`src/rtl/mu_pkg.sv`:
```
// Shared definitions for the multiply-unit sequencer and the EX controller.
package mu_pkg;

  localparam int unsigned REG_ADDR_W = 5;
  localparam int unsigned OP_W       = 2;

  typedef enum logic [1:0] {
    ST_IDLE  = 2'b00,
    ST_BUSY  = 2'b01,
    ST_DONE  = 2'b10,
    ST_DRAIN = 2'b11
  } mu_state_e;

  typedef enum logic [OP_W-1:0] {
    OP_MUL    = 2'b00,
    OP_MULH   = 2'b01,
    OP_MULHSU = 2'b10,
    OP_MULHU  = 2'b11
  } mu_op_e;

endpackage

```
`src/rtl/mu_watchdog.sv`:
```
// Cycle counter bounding how long the sequencer waits on the MU.
module mu_watchdog #(
  parameter int unsigned TIMEOUT = 64,
  parameter int unsigned CNT_W   = $clog2(TIMEOUT + 1)
) (
  input  logic clk,
  input  logic rst,
  input  logic clr,
  input  logic en,
  output logic expired
);

  logic [CNT_W-1:0] cnt_q, cnt_d;

  always_comb begin
    cnt_d = cnt_q;
    if (clr) begin
      cnt_d = '0;
    end else if (en) begin
      cnt_d = cnt_q + CNT_W'(1);
    end
  end

  always_ff @(posedge clk) begin
    if (rst) begin
      cnt_q <= '0;
    end else begin
      cnt_q <= cnt_d;
    end
  end

  // Fires on the last permitted wait cycle so the FSM leaves on the next edge.
  assign expired = (cnt_q == CNT_W'(TIMEOUT - 1));

endmodule

```
`src/rtl/mu_sequencer.sv`:
```
// Issues mul-class requests to the multicycle MU, stalls EX until the result
// is back, and holds it until EX advances; handles flush and MU timeout.
module mu_sequencer
  import mu_pkg::*;
#(
  parameter int unsigned XLEN    = 32,
  parameter int unsigned TIMEOUT = 64,
  parameter int unsigned CNT_W   = $clog2(TIMEOUT + 1)
) (
  input  logic                  clk,
  input  logic                  rst,
  input  logic                  req_valid,
  input  logic [OP_W-1:0]       req_op,
  input  logic [XLEN-1:0]       req_a,
  input  logic [XLEN-1:0]       req_b,
  input  logic [REG_ADDR_W-1:0] req_rd,
  input  logic                  flush,
  input  logic                  ex_ready,
  output logic                  mu_start,
  output logic [OP_W-1:0]       mu_op,
  output logic [XLEN-1:0]       mu_a,
  output logic [XLEN-1:0]       mu_b,
  input  logic                  mu_done,
  input  logic [XLEN-1:0]       mu_result,
  output logic                  stall,
  output logic                  res_valid,
  output logic [XLEN-1:0]       res_data,
  output logic [REG_ADDR_W-1:0] res_rd,
  output logic                  res_err,
  output logic                  busy
);

  mu_state_e             state_q, state_d;
  logic                  mu_start_q, mu_start_d;
  logic [OP_W-1:0]       mu_op_q, mu_op_d;
  logic [XLEN-1:0]       mu_a_q, mu_a_d;
  logic [XLEN-1:0]       mu_b_q, mu_b_d;
  logic [REG_ADDR_W-1:0] rd_q, rd_d;
  logic [XLEN-1:0]       res_data_q, res_data_d;
  logic                  res_err_q, res_err_d;
  logic                  res_valid_q;
  logic                  busy_q;
  logic                  accept_c;
  logic                  expired;

  mu_watchdog #(
    .TIMEOUT (TIMEOUT),
    .CNT_W   (CNT_W)
  ) u_watchdog (
    .clk     (clk),
    .rst     (rst),
    .clr     (accept_c),
    .en      ((state_q == ST_BUSY) || (state_q == ST_DRAIN)),
    .expired (expired)
  );

  always_comb begin
    state_d    = state_q;
    accept_c   = 1'b0;
    mu_start_d = 1'b0;
    mu_op_d    = mu_op_q;
    mu_a_d     = mu_a_q;
    mu_b_d     = mu_b_q;
    rd_d       = rd_q;
    res_data_d = res_data_q;
    res_err_d  = res_err_q;
    case (state_q)
      ST_IDLE: begin
        if (req_valid && !flush) begin
          accept_c   = 1'b1;
          mu_start_d = 1'b1;
          mu_op_d    = req_op;
          mu_a_d     = req_a;
          mu_b_d     = req_b;
          rd_d       = req_rd;
          state_d    = ST_BUSY;
        end
      end
      ST_BUSY: begin
        if (mu_done) begin
          if (flush) begin
            state_d = ST_IDLE;
          end else begin
            res_data_d = mu_result;
            res_err_d  = 1'b0;
            state_d    = ST_DONE;
          end
        end else if (expired) begin
          if (flush) begin
            state_d = ST_IDLE;
          end else begin
            res_data_d = '0;
            res_err_d  = 1'b1;
            state_d    = ST_DONE;
          end
        end else if (flush) begin
          state_d = ST_DRAIN;
        end
      end
      ST_DONE: begin
        if (flush || ex_ready) begin
          state_d = ST_IDLE;
        end
      end
      // MU cannot abort: swallow its eventual result (or give up on timeout).
      ST_DRAIN: begin
        if (mu_done || expired) begin
          state_d = ST_IDLE;
        end
      end
    endcase
  end

  always_ff @(posedge clk) begin
    if (rst) begin
      state_q     <= ST_IDLE;
      mu_start_q  <= 1'b0;
      mu_op_q     <= '0;
      mu_a_q      <= '0;
      mu_b_q      <= '0;
      rd_q        <= '0;
      res_data_q  <= '0;
      res_err_q   <= 1'b0;
      res_valid_q <= 1'b0;
      busy_q      <= 1'b0;
    end else begin
      state_q     <= state_d;
      mu_start_q  <= mu_start_d;
      mu_op_q     <= mu_op_d;
      mu_a_q      <= mu_a_d;
      mu_b_q      <= mu_b_d;
      rd_q        <= rd_d;
      res_data_q  <= res_data_d;
      res_err_q   <= res_err_d;
      res_valid_q <= (state_d == ST_DONE);
      busy_q      <= (state_d != ST_IDLE);
    end
  end

  // Drops in the DONE cycle with ex_ready so EX advances exactly once.
  assign stall = ((state_q == ST_IDLE) && req_valid && !flush) ||
                 (state_q == ST_BUSY) ||
                 ((state_q == ST_DONE) && !ex_ready && !flush) ||
                 ((state_q == ST_DRAIN) && req_valid);

  assign mu_start  = mu_start_q;
  assign mu_op     = mu_op_q;
  assign mu_a      = mu_a_q;
  assign mu_b      = mu_b_q;
  assign res_valid = res_valid_q;
  assign res_data  = res_data_q;
  assign res_rd    = rd_q;
  assign res_err   = res_err_q;
  assign busy      = busy_q;

endmodule

```
`config.mk`:
```
export PLATFORM = sky130hd
export DESIGN_NAME = mu_sequencer
export DESIGN_NICKNAME = d
export VERILOG_FILES = /design/src/rtl/mu_pkg.sv /design/src/rtl/mu_watchdog.sv /design/src/rtl/mu_sequencer.sv
export SDC_FILE = /design/constraint.sdc
export NUM_CORES = 1
export LEC_CHECK = 0
export BUFFER_PORTS_ARGS = -buffer_cell sky130_fd_sc_hd__buf_2
export CORE_AREA = 5 5 123 125
export CTS_CLUSTER_DIAMETER = 30
export DETAILED_ROUTE_END_ITERATION = 10
export DIE_AREA = 0 0 128 130
export PLACE_DENSITY_LB_ADDON = 0.05
export SYNTH_ARGS = -nofsm -noshare
export SYNTH_HDL_FRONTEND = slang
export SYNTH_SLANG_ARGS = --single-unit
```
`constraint.sdc`:
```
create_clock -name clk -period 1.9 [get_ports clk]
set_input_delay 0.475 -clock clk [delete_from_list [all_inputs] [get_ports clk]]
set_output_delay 0.475 -clock clk [all_outputs]
set_load 0.02 [all_outputs]
```
==> results of run 1 <==
==> cells in the final DEF (no fill, tap or decap), types with 2 or more instances in the layout <==
cell,instances
nor4b_4,2
buf_2,216
a22o_1,32
bufinv_16,8
buf_4,6
xor2_1,3
clkbuf_16,17
nand2_1,144
nor2_1,10
dfxtp_2,2
dfxtp_1,114
o21ai_0,3
clkbuf_8,2
buf_12,4
clkinvlp_4,3
nand3b_1,2
nor3_1,2
a21oi_1,74
xnor2_1,2
==> worst register-to-register path, cell delays in order, from the launching register on <==
cell     delay (ps)
dfxtp_1         330
ha_1            230
and4_4          220
a21oi_2         210
o21ba_4         420
a22o_1          210
==> cell type report <==
cell class / count / area, µm² / share of cell area, %
Multi-Input combinational cell: 294 / 1560 / 25.7
Sequential cell: 116 / 2320 / 38.5
Tap cell: 180 / 225 / 3.73
Clock inverter: 13 / 277 / 4.57
Timing Repair Buffer: 226 / 1210 / 20.0
Clock buffer: 19 / 453 / 7.49
Inverter: 1 / 3.75 / 0.0621
==> cells by family (layout without fill, tap and decap cells) <==
group	after synthesis	count (layout)
buffers and inverters	34	259
adders and majority gates	1	1
xor gates and xnor gates	5	5
and+or+nand+nor	170	170
DFF	116	116
AOI/OAI and AO/OA	117	117
muxes	1	1
==> sequential cells by signal, summed over array words and instances, names as in the netlist <==
signal            count
u_watchdog.cnt_q      7
state_q               2
res_data             32
mu_a                 32
res_valid             1
busy                  1
mu_start              1
res_err               1
mu_op                 2
mu_b                 32
res_rd                5
==> worst max-delay path by stage <==
stage | endpoint | cells past startpoint | startpoint
final | stall | 4 | state_q[0]$_SDFF_PP0_
after global routing | stall | 4 | state_q[0]$_SDFF_PP0_
after CTS | stall | 4 | state_q[0]$_SDFF_PP0_
after detailed placement | stall | 5 | flush
after global placement | stall | 5 | flush
after floorplan | res_valid$_SDFF_PP0_ | 5 | u_watchdog.cnt_q[0]$_SDFFE_PP0P_
==> routing by layer <==
layer / track usage, % / vias to the layer above / part of all wire [%]
li1: - / 1915 / -
met1: 16.1 / 1739 / 42
met2: 21.5 / 146 / 45
met3: 6.39 / 21 / 11
met4: 6.43 / 0 / 2.1
met5: 0 / - / 0
==> power groups by stage <==
stage / registers [mW] / logic (mW) / clock network [mW]
after floorplan: 2.72 / 0.228 / 0
after global placement: 2.61 / 0.583 / 0
after detailed placement: 2.62 / 0.585 / 0
after CTS: 2.56 / 0.586 / 4.00
after global routing: 2.58 / 0.634 / 4.10
final: 2.56 / 0.575 / 3.90
==> what timing repair did <==
item                       in CTS  in global routing
buffers inserted                0                  0
setup endpoints to repair       1                  0
gates resized for setup         2                  0
==> flow_summary_export.csv, run 1 <==
group,metric,value,unit
timing,worst_pin_slew,407,ps
pwr,pwr-share-comb,8.2,%
logic_synthesis,synth-edff-count,0,
pwr,fin_total_pwr,7.04,mW
timing,layout_min_cycle_time,1820,ps
critical_path,cp_cell_sequence,"nor2_1 -> nand3b_1 -> o211ai_1 -> buf_2",
route,vias,3821,
logic_synthesis,ys_types,37,
critical_path,cpLargestDelayFamily,"flip-flops",
global_routing,grt_overflow,0,
critical_path,cp_slowest_stage_delay,360,ps
clocking,cts_buffers,17,
pwr,intPower,5.55,mW
place,placed_area,5310,µm²
floorplan,core_area,13800,µm²
critical_path,path_buf_inv,1,
finish,final_nets,766,
timing,relSlewSlack,72.8,%
clocking,clk_latency,410,ps
critical_path,end_kind,"output pin",
timing,hold_viol,0,
floorplan,start_util,29.7,%
route,vias_per_cell,4.50,
place,hpwl,8380,µm
place,port_buffers,216,
finish,design_area,6050,µm²
min_path,hold_depth,2,
clocking,cts_tree,"yes",
logic_synthesis,synthXorXnorAreaFrac,1.07,%
floorplan,die_h,130,µm
global_routing,grt.total_usage,13.8,%
finish,final_cells,849,
pwr,p_sw_share,21.2,%
critical_path,worst_ep_required_time,1420,ps
logic_synthesis,synth-compound-area-share,18.1,%
logic_synthesis,synth_nets,554,
critical_path,reg2reg_to,"res_data[10]$_SDFFE_PP0P_",
logic_synthesis,yosysMostFrequentCell,"nand2_1",
place,dpl_worst_slack,198,ps
route,firstDrtPassIters,4,
finish,fillerInstances,1383,
timing,fin_setup_tns,0,ps
critical_path,timing_worst_setup_path_type,"reg -> out",
floorplan,placementRows,43,
logic_synthesis,synthTopCellsByArea,"dfxtp_1, nand2_1, a21oi_1",
global_routing,grt_max_degree,55,
global_routing,grt_antenna_before_repair,0,
status,status,"completed",
timing,whs,288,ps
critical_path,crit_fanout,7,
logic_synthesis,synth.top_cell.area_share,56.7,%
logic_synthesis,synth_top_family_by_area,"compound AO/OA/AOI/OAI gates",
floorplan,die_x,128,µm
pwr,seq_power_share,36.4,%
clocking,clk_pin_slew,50,ps
critical_path,cp-start-kind,"register",
pwr,p_clk_share,55.4,%
pwr,p_per_area,1160,nW/µm²
pwr,p_sw,1.49,mW
critical_path,critPathSlowestCell,"dfxtp_2",
global_routing,grt_pass1_vias,3689,
route,wl_per_cell,13.9,µm
logic_synthesis,synthAdderAreaFrac,0.306,%
floorplan,io_pins,217,
logic_synthesis,synth.yosys.warnings,0,
logic_synthesis,synthArstFlopShare,0,%
clocking,cts_hold_buf,0,
logic_synthesis,syn_avg_cell_area,9.22,µm²
logic_synthesis,ys_seq_area_share,56.7,%
clocking,cts.sinks,116,
finish,area_growth,47.7,%
timing,worst_slack,80.7,ps
finish,fin_util,43.9,%
timing,fin_skew,5.76,ps
finish,antenna_cells,0,
critical_path,rrSetupSlack,230,ps
timing,rsz0062_at_grt,"false",
critical_path,r2r_cells,5,
logic_synthesis,synthTopCellsByCount,"nand2_1, dfxtp_1, a21oi_1",
flow_run,maxCapViolCount,0,
logic_synthesis,yosys.area.top_type,"dfxtp_1",
floorplan,die-area,16600,µm²
finish,layout-drive-gt1-share,40.7,%
pwr,ir_drop,0.522,mV
logic_synthesis,synth_area,4090,µm²
clocking,htree_levels,4,
logic_synthesis,ys.flop_type,"dfxtp_1",
timing,setup_viol,0,
timing,fin_crit_sh,95.8,%
clocking,clockRootBuffer,"clkbuf_16",
global_routing,grt_pass1_wl,18200,µm
clocking,clock_path_buffers,2,
logic_synthesis,synthMuxAreaShare,0.244,%
logic_synthesis,synth-seq-cells,116,
critical_path,critPathArrivalTime,1340,ps
route,routed_wl,11800,µm
min_path,hp-class,"in -> reg",
logic_synthesis,synthSimpleGateAreaFrac,18.1,%
logic_synthesis,syn-instance-count,444,
timing,max_freq,0.550,GHz
min_path,min_from,"mu_result[18]",
place,gp_congestion,0.745,
route,ant_nets,0,
pwr,p_leak,2.83,nW
critical_path,rr_startpoint,"u_watchdog.cnt_q[0]$_SDFFE_PP0P_",
min_path,holdPathEnd,"res_data[18]$_SDFFE_PP0P_",
route,drc,0,
route,dr.first_iter.drc_count,134,
place,dp_cells,817,
timing,drv_slew,0,
(Power assumes the default switching activity.)
==> run 2, diff against run 1 <==
Settings changed: CORE_AREA 5 5 123 125 to 5 5 141 76, DIE_AREA 0 0 128 130 to 0 0 146 81.
==> flow_summary_export.csv, run 2 (synthesis gave the netlist of run 1 again) <==
group,metric,value,unit
route,dr.first_iter.drc_count,160,
pwr,intPower,4.80,mW
clocking,clockRootBuffer,"clkbuf_16",
finish,final_nets,766,
finish,fin_util,63.1,%
floorplan,io_pins,217,
clocking,clock_path_buffers,2,
timing,fin_skew,9.14,ps
clocking,cts_hold_buf,0,
finish,antenna_cells,0,
critical_path,rr_startpoint,"u_watchdog.cnt_q[0]$_SDFFE_PP0P_",
clocking,cts.sinks,116,
floorplan,die_x,146,µm
finish,final_cells,789,
timing,setup_viol,0,
pwr,p_sw,1.45,mW
timing,layout_min_cycle_time,1810,ps
finish,layout-drive-gt1-share,40.6,%
clocking,cts_tree,"yes",
min_path,hold_depth,2,
route,vias_per_cell,4.89,
route,firstDrtPassIters,4,
floorplan,start_util,44.4,%
route,routed_wl,11800,µm
global_routing,grt_pass1_vias,3696,
critical_path,rrSetupSlack,160,ps
status,status,"completed",
min_path,holdPathEnd,"res_data[27]$_SDFFE_PP0P_",
timing,relSlewSlack,61.0,%
floorplan,die_h,81,µm
place,port_buffers,216,
pwr,seq_power_share,41.1,%
finish,area_growth,42.3,%
timing,fin_crit_sh,95.5,%
global_routing,grt.total_usage,19.4,%
critical_path,reg2reg_to,"res_data[2]$_SDFFE_PP0P_",
timing,fin_setup_tns,0,ps
critical_path,crit_fanout,7,
timing,drv_slew,0,
flow_run,maxCapViolCount,0,
min_path,min_from,"mu_result[27]",
min_path,hp-class,"in -> reg",
timing,worst_pin_slew,586,ps
floorplan,placementRows,25,
clocking,cts_buffers,17,
clocking,clk_latency,400,ps
clocking,htree_levels,4,
route,vias,3861,
place,hpwl,8470,µm
global_routing,grt_pass1_wl,18400,µm
finish,design_area,5820,µm²
timing,max_freq,0.551,GHz
route,ant_nets,0,
place,placed_area,5210,µm²
critical_path,end_kind,"output pin",
clocking,clk_pin_slew,50,ps
global_routing,grt_max_degree,67,
pwr,fin_total_pwr,6.25,mW
place,gp_congestion,0.787,
pwr,p_clk_share,49.7,%
finish,mostFrequentLayoutCells,"buf_2, nand2_1, dfxtp_1, a21oi_1, a22o_1",
critical_path,worst_ep_required_time,1420,ps
finish,final_common_cell,"buf_2",
pwr,ir_drop,0.724,mV
global_routing,grt_overflow,0,
pwr,p_per_area,1070,nW/µm²
timing,hold_viol,0,
critical_path,critPathArrivalTime,1340,ps
route,drc,0,
global_routing,grt_antenna_before_repair,0,
route,wl_per_cell,14.9,µm
critical_path,setup.worst_path.start,"state_q[0]$_SDFF_PP0_",
place,dp_cells,756,
pwr,p_leak,2.76,nW
pwr,p_sw_share,23.2,%
pwr,pwr-share-comb,9.2,%
critical_path,timing_worst_setup_path_type,"reg -> out",
critical_path,cp-start-kind,"register",
floorplan,core_area,9230,µm²
floorplan,die-area,11800,µm²
critical_path,r2r_cells,5,
## run 2: changes by cell type in the layout (fill, tap and decap cells not counted), moves of 2 or more
| cell | change |
|---|---|
| bufinv_16 | -6 |
| clkbuf_8 | +2 |
| buf_4 | +2 |
| clkinv_2 | +3 |
## run 2: critical path: stages (launching register included)
cell and delay (ps):
dfxtp_2 360, nor2_2 120, nand3b_1 130, o211ai_1 140, buf_4 180
## run 2: power by group through the flow
stage               Clock, mW  Combinational, mW  Sequential [mW]
finish                   3.11              0.575             2.57
global route             3.30              0.627             2.58
CTS                      3.16              0.577             2.57
detailed placement          0              0.575             2.62
global placement            0              0.566             2.61
floorplan                   0              0.228             2.72
## run 2: worst max path at each step
stage,to,slack (ps),cells after the start
5_1_grt,stall,-30,4
3_3_place_gp,stall,220,5
2_1_floorplan,res_valid$_SDFF_PP0_,390,5
6_report,stall,90,4
3_5_place_dp,stall,180,5
4_1_cts,stall,20,4
## run 2: metal layers
metal | GRT usage [%] | wire (µm)
met5 | 0 | 0
met2 | 30.9 | 5380
met3 | 7.92 | 975
met1 | 24.9 | 5310
met4 | 4.69 | 110
## run 2: layout make-up
| class | instances | area [µm²] |
|---|---|---|
| clock buffer | 22 | 484 |
| clock inverter | 9 | 103 |
| fill | 817 | 3400 |
| inverter | 1 | 3.75 |
| multi-input combinational | 294 | 1560 |
| sequential | 116 | 2330 |
| tap | 121 | 151 |
| timing repair buffer | 226 | 1200 |
## run 2: timing repair
action                                  4_1_cts  5_1_grt
buffers inserted                              0        2
resized for setup                             1        5
endpoints found under the setup margin        1        1
pin swaps                                     0        2
## run 2: stage by stage
step / hold slack, ps / setup WS, ps
2_1_floorplan: 458 / 394
3_3_place_gp: 438 / 217
3_5_place_dp: 446 / 181
4_1_cts: 275 / 15.7
5_1_grt: 275 / -31.2
6_report: 289 / 85.6
==> run 3, diff against run 2 <==
Settings changed: CORE_AREA 5 5 141 76 to 5 5 87 121, DIE_AREA 0 0 146 81 to 0 0 92 126.
==> flow_summary_export.csv, run 3 (synthesis gave the netlist of run 1 again) <==
group,metric,value,unit
status,status,"completed",
place,gp_congestion,0.755,
critical_path,worst_ep_required_time,1420,ps
timing,drv_slew,0,
finish,fillerInstances,859,
pwr,ir_drop,0.779,mV
place,placed_area,5230,µm²
pwr,fin_total_pwr,6.36,mW
critical_path,critPathArrivalTime,1340,ps
floorplan,io_pins,217,
global_routing,grt.total_usage,18.8,%
place,hpwl,7910,µm
route,routed_wl,11100,µm
clocking,post_cts_buffers,0,
finish,seqCellArea,2330,µm²
timing,setup_viol,0,
finish,final_common_cell,"buf_2",
finish,layout-drive-gt1-share,40.7,%
route,vias,3785,
clocking,cts_buffers,17,
route,met3WireLength,1080,µm
timing,worst_pin_slew,517,ps
timing,fin_skew,5.71,ps
global_routing,grt_antenna_before_repair,0,
finish,mostFrequentLayoutCells,"buf_2, nand2_1, dfxtp_1, a21oi_1, a22o_1",
clocking,clk_latency,400,ps
pwr,p_per_area,1090,nW/µm²
route,ant_nets,0,
route,drc,0,
floorplan,core_area,9350,µm²
clocking,clockRootBuffer,"clkbuf_16",
finish,design_area,5850,µm²
route,wl_per_cell,14.3,µm
critical_path,cp-start-kind,"register",
route,route.met2.wl,5470,µm
timing,fin_crit_sh,95.6,%
finish,multiInputGateArea,1560,µm²
floorplan,placementRows,42,
route,wl_met1,4400,µm
global_routing,grt_pass1_wl,17600,µm
clocking,clock_path_buffers,2,
global_routing,grt_overflow,0,
min_path,hp-class,"in -> reg",
critical_path,crit_fanout,7,
timing,rsz0062_at_grt,"false",
timing,max_freq,0.551,GHz
global_routing,grt_pass1_vias,3711,
timing,layout_min_cycle_time,1820,ps
timing,fin_setup_tns,0,ps
clocking,cts_hold_buf,0,
timing,hold_viol,0,
global_routing,grt_max_degree,62,
floorplan,die_x,92,µm
flow_run,maxCapViolCount,0,
pwr,p_leak,2.77,nW
floorplan,start_util,43.8,%
timing,relSlewSlack,65.4,%
floorplan,die_h,126,µm
route,firstDrtPassIters,4,
finish,fin_util,62.5,%
place,port_buffers,216,
finish,final_nets,766,
critical_path,timing_worst_setup_path_type,"reg -> out",
floorplan,die-area,11600,µm²
route,vias_per_cell,4.86,
clocking,clk_pin_slew,50,ps
route,highest_layer,"met4",
clocking,cts.sinks,116,
clocking,htree_levels,4,
critical_path,end_kind,"output pin",
finish,area_growth,42.8,%
clocking,cts_tree,"yes",
route,dr.first_iter.drc_count,135,
finish,antenna_cells,0,
run 3: cell type report:
class,count,area share (%)
clock buffers,20,7.81
clock inverters,12,2.65
inverters,1,0.0642
multi-input cells,294,26.7
flip-flops and latches,116,39.8
well taps,110,2.35
repair buffers,226,20.6
run 3: routing by layer:
layer  track usage (%)  up-vias
met1              20.7     1709
met3              8.53       15
li1                  -     1918
met2              31.5      143
met4              7.35        0
met5                 0        -
run 3: timing repair:
item | in CTS | in global routing
pin swaps | 0 | 0
cloned | 0 | 0
gates resized for setup | 2 | 2
endpoints found under the setup margin | 1 | 1
run 3: final timing paths:
check / from / endpoint / slack [ps] / cells after the start
worst min register to register: mu_b[18]$_SDFFE_PP0P_ / mu_b[18]$_SDFFE_PP0P_ / 450 / 2
worst max-delay path: state_q[0]$_SDFF_PP0_ / stall / 80 / 4
worst min-delay path: mu_result[14] / res_data[14]$_SDFFE_PP0P_ / 290 / 2
worst max register to register: u_watchdog.cnt_q[0]$_SDFFE_PP0P_ / res_data[8]$_SDFFE_PP0P_ / 200 / 5
run 3: per-stage QoR:
stage	setup WS [ps]	std cells	hold slack [ps]
after global placement	218	747	438
after CTS	43.5	779	273
after floorplan	394	444	458
final	84.5	779	287
after global routing	19.7	779	273
after detailed placement	191	747	443
run 3: where the power goes:
part | total, mW | switching, mW | internal [mW]
combinational | 0.572 | 0.341 | 0.231
sequential | 2.56 | 0.0437 | 2.52
clock | 3.22 | 1.09 | 2.13
total | 6.36 | 1.48 | 4.88
run 3: worst max-delay path: stages, from the launching register on:
cell and delay, ps:
dfxtp_2 370, nor2_2 120, nand3b_1 130, o211ai_1 120
buf_2 190
